[config.mk]
export PLATFORM = sky130hd
export DESIGN_NAME = interrupt_sequencer
export DESIGN_NICKNAME = d
export VERILOG_FILES = /design/src/rtl/interrupt_sequencer_pkg.sv /design/src/rtl/interrupt_sequencer_priority_select.sv /design/src/rtl/interrupt_sequencer.sv
export SDC_FILE = /design/constraint.sdc
export NUM_CORES = 1
export LEC_CHECK = 0
export ABC_AREA = 1
export BUFFER_PORTS_ARGS = -buffer_cell sky130_fd_sc_hd__buf_2
export CAP_MARGIN = 5
export CORE_MARGIN = 2
export CORE_UTILIZATION = 47
export CTS_CLUSTER_SIZE = 25
export DETAILED_ROUTE_END_ITERATION = 8
export GPL_ROUTABILITY_DRIVEN = 0
export GPL_TIMING_DRIVEN = 0
export PLACE_DENSITY = 0.7
export SLEW_MARGIN = 20
export SYNTH_ARGS = -nofsm -noshare
export SYNTH_HDL_FRONTEND = slang
export SYNTH_HIERARCHICAL = 1
export SYNTH_SLANG_ARGS = --single-unit
[constraint.sdc]
create_clock -name clk -period 2.9 [get_ports clk]
set_input_delay 0.58 -clock clk [delete_from_list [all_inputs] [get_ports clk]]
set_output_delay 0.58 -clock clk [all_outputs]
set_load 0.01 [all_outputs]
[src/rtl/interrupt_sequencer_pkg.sv]
// Shared definitions for the interrupt entry sequencer: state and kind
// enums, mux-select encodings, default vectors and the per-state control table.
// Optional behaviour in the sequencer is controlled by macro NMI_HIJACK_EN.
package interrupt_sequencer_pkg;

    typedef enum logic [2:0] {
        ST_IDLE     = 3'd0,
        ST_T1       = 3'd1,
        ST_T2       = 3'd2,
        ST_PUSH_PCH = 3'd3,
        ST_PUSH_PCL = 3'd4,
        ST_PUSH_P   = 3'd5,
        ST_VEC_LO   = 3'd6,
        ST_VEC_HI   = 3'd7
    } int_state_t;

    typedef enum logic [1:0] {
        KIND_IRQ = 2'd0,
        KIND_NMI = 2'd1,
        KIND_BRK = 2'd2
    } int_kind_t;

    // Address mux select
    localparam logic [1:0] ADDR_SEL_PC     = 2'd0;
    localparam logic [1:0] ADDR_SEL_STACK  = 2'd1;
    localparam logic [1:0] ADDR_SEL_VECTOR = 2'd2;

    // Data-out mux select
    localparam logic [1:0] DATA_SEL_PCH = 2'd0;
    localparam logic [1:0] DATA_SEL_PCL = 2'd1;
    localparam logic [1:0] DATA_SEL_P   = 2'd2;

    localparam logic [15:0] DEFAULT_NMI_VECTOR = 16'hFFFA;
    localparam logic [15:0] DEFAULT_IRQ_VECTOR = 16'hFFFE;

    // Controls that depend only on the state being occupied
    typedef struct packed {
        logic       busy;
        logic [1:0] addr_sel;
        logic [1:0] data_out_sel;
        logic       bus_write;
        logic       sp_dec;
        logic       load_pcl;
        logic       load_pch;
        logic       set_i_flag;
    } int_ctrl_t;

    function automatic int_ctrl_t state_ctrl(int_state_t s);
        int_ctrl_t c;
        c              = '0;
        c.addr_sel     = ADDR_SEL_PC;
        c.data_out_sel = DATA_SEL_PCH;
        c.busy         = (s != ST_IDLE);
        case (s)
            ST_PUSH_PCH: begin
                c.addr_sel     = ADDR_SEL_STACK;
                c.data_out_sel = DATA_SEL_PCH;
                c.bus_write    = 1'b1;
                c.sp_dec       = 1'b1;
            end
            ST_PUSH_PCL: begin
                c.addr_sel     = ADDR_SEL_STACK;
                c.data_out_sel = DATA_SEL_PCL;
                c.bus_write    = 1'b1;
                c.sp_dec       = 1'b1;
            end
            ST_PUSH_P: begin
                c.addr_sel     = ADDR_SEL_STACK;
                c.data_out_sel = DATA_SEL_P;
                c.bus_write    = 1'b1;
                c.sp_dec       = 1'b1;
                c.set_i_flag   = 1'b1;
            end
            ST_VEC_LO: begin
                c.addr_sel = ADDR_SEL_VECTOR;
                c.load_pcl = 1'b1;
            end
            ST_VEC_HI: begin
                c.addr_sel = ADDR_SEL_VECTOR;
                c.load_pch = 1'b1;
            end
            default: ;
        endcase
        return c;
    endfunction

endpackage

[src/rtl/interrupt_sequencer_priority_select.sv]
// Combinational priority encoder for vectored entry sources:
// NMI beats IRQ beats BRK. valid is high when any source is present.
module int_priority_select
    import interrupt_sequencer_pkg::*;
(
    input  logic       nmi,
    input  logic       irq,
    input  logic       brk,
    output logic [1:0] kind,
    output logic       valid
);

    // Fixed-priority selection of the entry kind
    always_comb begin
        kind  = KIND_IRQ;
        valid = 1'b0;
        if (nmi) begin
            kind  = KIND_NMI;
            valid = 1'b1;
        end else if (irq) begin
            kind  = KIND_IRQ;
            valid = 1'b1;
        end else if (brk) begin
            kind  = KIND_BRK;
            valid = 1'b1;
        end
    end

endmodule

[src/rtl/interrupt_sequencer.sv]
// Interrupt entry sequencer: runs the 7-cycle NMI/IRQ/BRK entry
// (two dummy reads, push PCH/PCL/P, fetch vector) and pulses the
// acknowledge back to the matching request flip-flop.
// Macro NMI_HIJACK_EN: when defined, an NMI arriving during T1..PUSH_PCL
// of an IRQ/BRK entry redirects the sequence to the NMI vector.
// RDY gates every strobe combinationally so a stalled cycle never writes,
// decrements SP, loads PC or sets I; state and selects simply hold.
module interrupt_sequencer
    import interrupt_sequencer_pkg::*;
#(
    parameter logic [15:0] NMI_VECTOR = DEFAULT_NMI_VECTOR,
    parameter logic [15:0] IRQ_VECTOR = DEFAULT_IRQ_VECTOR
) (
    input  logic        clk,
    input  logic        nrst,
    input  logic        instr_boundary,
    input  logic        ready,
    input  logic        irq_generated,
    input  logic        nmi_generated,
    input  logic        brk_start,
    output logic        irq_acknowledged,
    output logic        nmi_acknowledged,
    output logic        busy,
    output logic [1:0]  addr_sel,
    output logic [1:0]  data_out_sel,
    output logic        bus_write,
    output logic        sp_dec,
    output logic [15:0] vector_addr,
    output logic        load_pcl,
    output logic        load_pch,
    output logic        set_i_flag,
    output logic        push_b_flag
);

    int_state_t  state_reg;
    int_state_t  state_next;
    int_kind_t   kind_reg;
    int_kind_t   sel_kind;
    int_kind_t   eff_kind;
    logic [1:0]  sel_kind_bits;
    logic        sel_valid;
    logic        start;
    logic        hijack;
    logic        brk_reg;
    logic        push_b_reg;
    logic        irq_pend_reg;
    logic        nmi_pend_reg;
    int_ctrl_t   ctrl_reg;
    logic [15:0] vector_reg;
    logic [15:0] vector_next;

    int_priority_select u_priority (
        .nmi   (nmi_generated),
        .irq   (irq_generated),
        .brk   (brk_start),
        .kind  (sel_kind_bits),
        .valid (sel_valid)
    );

    assign sel_kind = int_kind_t'(sel_kind_bits);
    assign start    = (state_reg == ST_IDLE) && instr_boundary && sel_valid;

`ifdef NMI_HIJACK_EN
    // An NMI before the P push is committed takes over the running entry
    assign hijack = nmi_generated && (kind_reg != KIND_NMI) &&
                    (state_reg inside {ST_T1, ST_T2, ST_PUSH_PCH, ST_PUSH_PCL});
`else
    assign hijack = 1'b0;
`endif

    assign eff_kind = hijack ? KIND_NMI : kind_reg;

    // Next-state sequencing: fixed walk through the entry once started
    always_comb begin
        state_next = state_reg;
        case (state_reg)
            ST_IDLE:     if (start) state_next = ST_T1;
            ST_T1:       state_next = ST_T2;
            ST_T2:       state_next = ST_PUSH_PCH;
            ST_PUSH_PCH: state_next = ST_PUSH_PCL;
            ST_PUSH_PCL: state_next = ST_PUSH_P;
            ST_PUSH_P:   state_next = ST_VEC_LO;
            ST_VEC_LO:   state_next = ST_VEC_HI;
            ST_VEC_HI:   state_next = ST_IDLE;
            default:     state_next = ST_IDLE;
        endcase
    end

    // Vector base is fixed on entry to PUSH_P, then stepped to the high byte
    always_comb begin
        vector_next = vector_reg;
        case (state_reg)
            ST_PUSH_PCL: vector_next = (eff_kind == KIND_NMI) ? NMI_VECTOR : IRQ_VECTOR;
            ST_VEC_LO:   vector_next = vector_reg + 16'd1;
            default:     ;
        endcase
    end

    // FSM state, latched kind and registered per-state controls
    always_ff @(posedge clk or negedge nrst) begin
        if (!nrst) begin
            state_reg    <= ST_IDLE;
            kind_reg     <= KIND_IRQ;
            brk_reg      <= 1'b0;
            push_b_reg   <= 1'b0;
            irq_pend_reg <= 1'b0;
            nmi_pend_reg <= 1'b0;
            ctrl_reg     <= state_ctrl(ST_IDLE);
            vector_reg   <= IRQ_VECTOR;
        end else if (ready) begin
            state_reg    <= state_next;
            ctrl_reg     <= state_ctrl(state_next);
            vector_reg   <= vector_next;
            push_b_reg   <= (state_next == ST_PUSH_P) && brk_reg;
            irq_pend_reg <= 1'b0;
            nmi_pend_reg <= hijack;
            if (start) begin
                kind_reg     <= sel_kind;
                brk_reg      <= (sel_kind == KIND_BRK);
                irq_pend_reg <= (sel_kind == KIND_IRQ);
                nmi_pend_reg <= (sel_kind == KIND_NMI);
            end else begin
                kind_reg <= eff_kind;
            end
        end
    end

    assign busy             = ctrl_reg.busy;
    assign addr_sel         = ctrl_reg.addr_sel;
    assign data_out_sel     = ctrl_reg.data_out_sel;
    assign bus_write        = ctrl_reg.bus_write  & ready;
    assign sp_dec           = ctrl_reg.sp_dec     & ready;
    assign load_pcl         = ctrl_reg.load_pcl   & ready;
    assign load_pch         = ctrl_reg.load_pch   & ready;
    assign set_i_flag       = ctrl_reg.set_i_flag & ready;
    assign push_b_flag      = push_b_reg;
    assign vector_addr      = vector_reg;
    // A pending ack waits for the first ready cycle and is then dropped
    assign irq_acknowledged = irq_pend_reg & ready;
    assign nmi_acknowledged = nmi_pend_reg & ready;

endmodule

==> results of run 1 <==
## critical path, cell delays in order
cell and delay, ns:
clkbuf_8 0.13, clkbuf_1 0.33, nand2_1 0.09, inv_1 0.08, buf_4 0.09, buf_2 0.11
## metal layers
layer	track usage (%)	up-vias
li1	-	805
met1	24.7	720
met2	32.2	30
met3	4.11	7
met4	8.59	0
met5	0	-
## cells in the final DEF (no fill, tap or decap)
master and instances:
dfrtp_1 19, o21ai_0 16, o22ai_1 2, a22o_1 1, dfstp_2 15, a21boi_0 2
or2_2 1, inv_1 32, nor2_1 25, buf_2 35, buf_4 6, nand2_1 62
clkbuf_1 3, clkbuf_8 7, clkinv_2 1, or2_1 1, o211ai_1 1, a21oi_1 5
nor3_1 1, inv_2 2, nor2_4 1, nor2_2 1, nand4_1 4, ha_1 1
nand3_1 26, nor3_2 1
## layout make-up
cell class | count | area, µm²
timing repair buffer | 34 | 170
clock buffer | 7 | 86.3
sequential | 34 | 870
clock inverter | 1 | 5.00
multi-input combinational | 151 | 688
fill | 385 | 1560
tap | 48 | 60.1
inverter | 34 | 128
buffer | 10 | 71.3
## metrics by stage
step           area, µm²  worst slack [ns]
2_1_floorplan       1760              1.06
3_3_place_gp        1990             0.888
6_report            2080             0.906
4_1_cts             2080             0.892
3_5_place_dp        1990             0.892
5_1_grt             2080             0.822
## where the power goes
group          switching [mW]  internal (mW)  total [mW]
clock network           0.178          0.192       0.369
registers               0.173          0.716       0.888
logic                   0.496          0.318       0.814
## cell families (layout without fill, tap and decap cells)
family	count (synthesis)	in the layout
DFF	34	34
and+or+nand+nor	123	123
AOI/OAI and AO/OA	27	27
buffers and inverters	44	86
adders and majority gates	1	1
## final timing paths
check | from | end | slack (ns) | cells past startpoint
setup / recovery | ready | sp_dec | 0.91 | 6
hold / removal | nrst | push_b_flag | 0.35 | 1
setup reg to reg | vector_addr[1] | vector_addr[14] | 1.21 | 8
hold reg to reg | ctrl_reg[1] | ctrl_reg[1] | 0.48 | 2
max in group asynchronous | nrst | busy | 2.09 | 1
min in group clk | ctrl_reg[1] | ctrl_reg[1] | 0.48 | 2
==> results_dict.tcl, run 1 <==
set metrics [dict create \
    run_status "finished clean" \
    synth_top_family_by_area "simple AND/OR/NAND/NOR gates" \
    fp.coreArea_um2 3630 \
    period_share_pct 68.8 \
    p_leak_nw 1.17 \
    wl_per_cell_um 11.3 \
    synth_nets 237 \
    yosysSeqAreaShare_pct 49.5 \
    insertion_delay_ns 0.29 \
    cts_resized 0 \
    clkSinkCount 34 \
    hpwl_mm 2.59 \
    wl_met2_mm 1.67 \
    syn_area_um2 1760 \
    relSlewSlack_pct 51.2 \
    crit_fanout 10 \
    nNetsFinal 278 \
    die_y_um 65.1 \
    antenna_found_initial 0 \
    drt_iter0_markers 124 \
    wl_mm 3.60 \
    powerDensity_nw_per_um2 997 \
    holdWs_ns 0.345 \
    cts-buffers-inserted 5 \
    worstSetupPathType "primary input to output port" \
    route.detailed.drc 0 \
    ys_async_sr_fraction_pct 100 \
    synth_commonest_cells "nand2_1, inv_1, nand3_1" \
    grt_pass1_wl_mm 6.31 \
    fmax_mhz 501 \
    ctsLongestPathBuffers 2 \
    fin_tns_setup_ns 0 \
    antenna-diode-count 0 \
    wl_met1_mm 1.70 \
    rsz0062_at_grt "no" \
    synth_warnings 6 \
    top_layer_used "met4" \
    grt_use_total_pct 19.5 \
    max_cap_violations 0 \
    arrival_ns 1.41 \
    initial_core_util_pct 48.3 \
    synth_edf_count 0 \
    ys.flop_type "dfrtp_1" \
    grt_pass1_vias 1455 \
    yosys.area_share.adder_pct 0.712 \
    area_delta_synth_final_pct 18.3 \
    via_per_inst 4.90 \
    placementRows 22 \
    dieArea_um2 4240 \
    portBuffers 34 \
    io_pins 36 \
    yosysTopAreaCell "dfrtp_1" \
    netlist.area_leader.share_pct 27.1 \
    peakVddDrop_mv 0.411 \
    synth.most_common_cell "nand2_1" \
    grt_max_degree 35 \
    wl_met3_um 154 \
    synthMuxAreaShare_pct 0 \
    clk_pin_slew_ns 0.07 \
    dp.cells 311 \
    required_ns 2.32 \
    firstDrtPassIters 4 \
    endpoint_kind "output port" \
    finalSetupViolCount 0 \
    largest_reg_flops 16 \
    ys_types 25 \
    finClkSkew_ns 0.00358 \
    hp-class "primary input to async pin" \
    finalPower_mw 2.07 \
    tritoncts "yes" \
    vias 1562 \
    synth_simple_gate_area_share_pct 30.0 \
    cts_root_buf "clkbuf_8" \
    postLayoutCoreUtil_pct 57.2 \
    postCtsSetupRepairBufs 0 \
    drive_above_1_share_pct 25.8 \
    period_minus_slack_ns 1.99 \
    die_width_um 65.1 \
    layout.cells.non_filler 319 \
    antenna_left 0 \
    slew_viol_final 0 \
    synth_compound_area_share_pct 8.48 \
    htreeDepth 2 \
    postCtsHoldBufs 0 \
    overflow 0 \
    start_kind "primary input" \
    yosys-top-cells-area "dfrtp_1, dfstp_2, nand2_1" \
    ys_ff_latch 34 \
    tightest_slew_ns 0.732 \
    synthXorXnorAreaFrac_pct 0 \
    hold_violations 0 \
    syn_avg_cell_area_um2 7.67 \
    syn_inst 229 \
]
Note: power is estimated with default switching activity, not from simulation.
==> run 2, diff against run 1 <==
--- a/config.mk
+++ b/config.mk
@@ -5,7 +5,7 @@
 export SDC_FILE = /design/constraint.sdc
 export NUM_CORES = 1
 export LEC_CHECK = 0
-export ABC_AREA = 1
+export ABC_AREA = 0
 export BUFFER_PORTS_ARGS = -buffer_cell sky130_fd_sc_hd__buf_2
 export CAP_MARGIN = 5
 export CORE_MARGIN = 2
==> constraint.sdc (replaced) <==
create_clock -name clk -period 1.9 [get_ports clk]
set_input_delay 0.38 -clock clk [delete_from_list [all_inputs] [get_ports clk]]
set_output_delay 0.38 -clock clk [all_outputs]
set_load 0.01 [all_outputs]
==> run 2 against run 1 <==
Against the previous run: global-route usage shrank 0.094 points; critical path type unchanged; combinational power rose by 70%; clock skew up 0.0034 ns; cell area is 1.9% higher; hold slack worse by 0.19 ns; power rose by 57%; die area grew 2.5%.
==> results_dict.tcl, run 2 <==
set metrics [dict create \
    finClkSkew_ns 0.00699 \
    postPlaceCellArea_um2 2040 \
    ys_async_sr_fraction_pct 100 \
    netlist.area_leader.share_pct 26.4 \
    drt_iter0_markers 47 \
    yosys-top-cells-area "dfrtp_1, dfstp_2, xnor2_1" \
    dieArea_um2 4350 \
    cts-buffers-inserted 5 \
    syn_inst 168 \
    synth_warnings 6 \
    antenna_left 0 \
    largest_reg_flops 16 \
    ys_ff_latch 34 \
    synthXorXnorAreaFrac_pct 4.86 \
    layout_commonest_cell "buf_2" \
    synth.most_common_cell "dfrtp_1" \
    grt_max_degree 35 \
    final_cell_mix "buf_2, dfrtp_1, dfstp_2, nand2_1, inv_1" \
    ys_types 48 \
    cts_root_buf "clkbuf_8" \
    hpwl_mm 2.67 \
    max_cap_violations 0 \
    pre_cts_ws_ns 0.0883 \
    yosysSeqAreaShare_pct 48.2 \
    route.detailed.drc 0 \
    powerDensity_nw_per_um2 1540 \
    layout.cells.non_filler 259 \
    syn_area_um2 1800 \
    antenna-diode-count 0 \
    fmax_mhz 571 \
    ctsLongestPathBuffers 2 \
    placementRows 22 \
    nNetsFinal 218 \
    start_kind "primary input" \
    worst_path_largest_cell_delay_ns 0.33 \
    synth_nets 176 \
    postCtsHoldBufs 0 \
    portBuffers 35 \
    overflow 0 \
    synth_simple_gate_area_share_pct 24.0 \
    finalSetupViolCount 0 \
    cp_slowest_cell "clkbuf_1" \
    rsz0062_at_grt "no" \
    fin_tns_setup_ns 0 \
    hold_violations 0 \
    period_minus_slack_ns 1.75 \
    slew_viol_final 0 \
    vias 1394 \
    peakVddDrop_mv 0.852 \
    synthMuxAreaShare_pct 3.61 \
    nFillCells 337 \
    initial_core_util_pct 49.2 \
    synth_compound_area_share_pct 11.0 \
    area_delta_synth_final_pct 17.5 \
    drive_above_1_share_pct 37.0 \
    final_area_um2 2120 \
    cts_resized 0 \
    ys.flop_type "dfrtp_1" \
    firstDrtPassIters 4 \
    dp.cells 251 \
    period_share_pct 92.2 \
    io_pins 36 \
    clkSinkCount 34 \
    htreeDepth 2 \
    grt_pass1_vias 1385 \
    setup_ws_ns 0.148 \
    endpoint_kind "output port" \
    tritoncts "yes" \
    seqCellArea_um2 870 \
    crit_fanout 10 \
    run_status "finished clean" \
    synth_edf_count 0 \
    fp.coreArea_um2 3660 \
    worstSetupPathType "primary input to output port" \
    relSlewSlack_pct 50.8 \
    hp-class "primary input to async pin" \
    grt_use_total_pct 19.4 \
    syn_avg_cell_area_um2 10.7 \
    synth_top_family_by_area "simple AND/OR/NAND/NOR gates" \
    wl_per_cell_um 14.0 \
    p_leak_nw 0.986 \
    path_cells "buf_2 -> buf_6 -> clkbuf_1 -> and2_1 -> buf_4 -> buf_2" \
    wl_mm 3.62 \
    clk_pin_slew_ns 0.07 \
    synth_commonest_cells "dfrtp_1, dfstp_2, nand2_1" \
    multi_input_area_um2 796 \
    via_per_inst 5.38 \
    tightest_slew_ns 0.738 \
    postCtsSetupRepairBufs 0 \
    die_width_um 65.9 \
    insertion_delay_ns 0.28 \
    yosys.area_share.adder_pct 0.694 \
    yosysTopAreaCell "dfrtp_1" \
    arrival_ns 1.37 \
    required_ns 1.52 \
    grt_pass1_wl_mm 6.34 \
    crit_top_cell "buf_2" \
    die_y_um 65.9 \
    antenna_found_initial 0 \
]
run 2: cell count changes after synthesis, moves of 4 or more:
cell and change:
nand3_1 -19, and2_1 +7, and3_1 +4, xnor2_1 +8, mux2_2 +4, o21ai_0 -15, nor2_1 -18, nand2_1 -49
inv_1 -23, and4_1 +5
run 2: cell type report:
class                      count  share of cell area [%]
sequential                    34                    41.1
multi-input combinational    109                    37.6
timing repair buffer          35                    8.27
buffer                        16                    4.90
clock buffer                   8                    3.78
tap                           48                    2.84
inverter                       9                    1.59
run 2: where the power goes:
group	switching, mW	internal (mW)	leakage [nW]
Clock	0.240	0.260	0.0395
Combinational	0.745	0.632	0.545
Sequential	0.285	1.10	0.402
Total	1.27	1.99	0.986
run 2: cell families (layout without fill, tap and decap cells):
group	Yosys count	after routing
AOI/OAI and AO/OA	27	27
and+or+nand+nor	65	65
buffers and inverters	25	68
muxes	6	6
adders and majority gates	1	1
xor gates and xnor gates	10	10
DFF	34	34
run 2: per-stage QoR:
step	power (mW)	hold slack [ns]	utilization, %
CTS	3.30	0.178	57.9
finish	3.26	0.156	57.9
global placement	2.71	0.454	55.7
floorplan	2.34	0.0844	-
detailed placement	2.78	0.469	55.7
global route	3.53	0.196	57.9
run 2: final timing paths:
path                                 from         endpoint  slack [ns]  cells after the start
max in group asynchronous            nrst  data_out_sel[1]        1.26                      1
hold reg to reg               ctrl_reg[0]      ctrl_reg[0]        0.48                      1
min in group clk              ctrl_reg[0]      ctrl_reg[0]        0.48                      1
setup / recovery                    ready           sp_dec        0.15                      6
setup reg to reg           vector_addr[1]  vector_addr[14]        0.29                      5
hold / removal                       nrst      addr_sel[1]        0.16                      1
run 2: worst max-delay path: cells and delay by family:
family | cells | cell delay [ns]
buf+inv | 5 | 0.78
simple gates | 1 | 0.21
run 2: metal layers:
layer,track usage (%),vias to the layer above,share of wire [%]
li1,-,673,-
met1,22.8,680,41
met2,33.2,36,52
met3,6.30,5,5.7
met4,6.63,0,1.1
met5,0,-,0
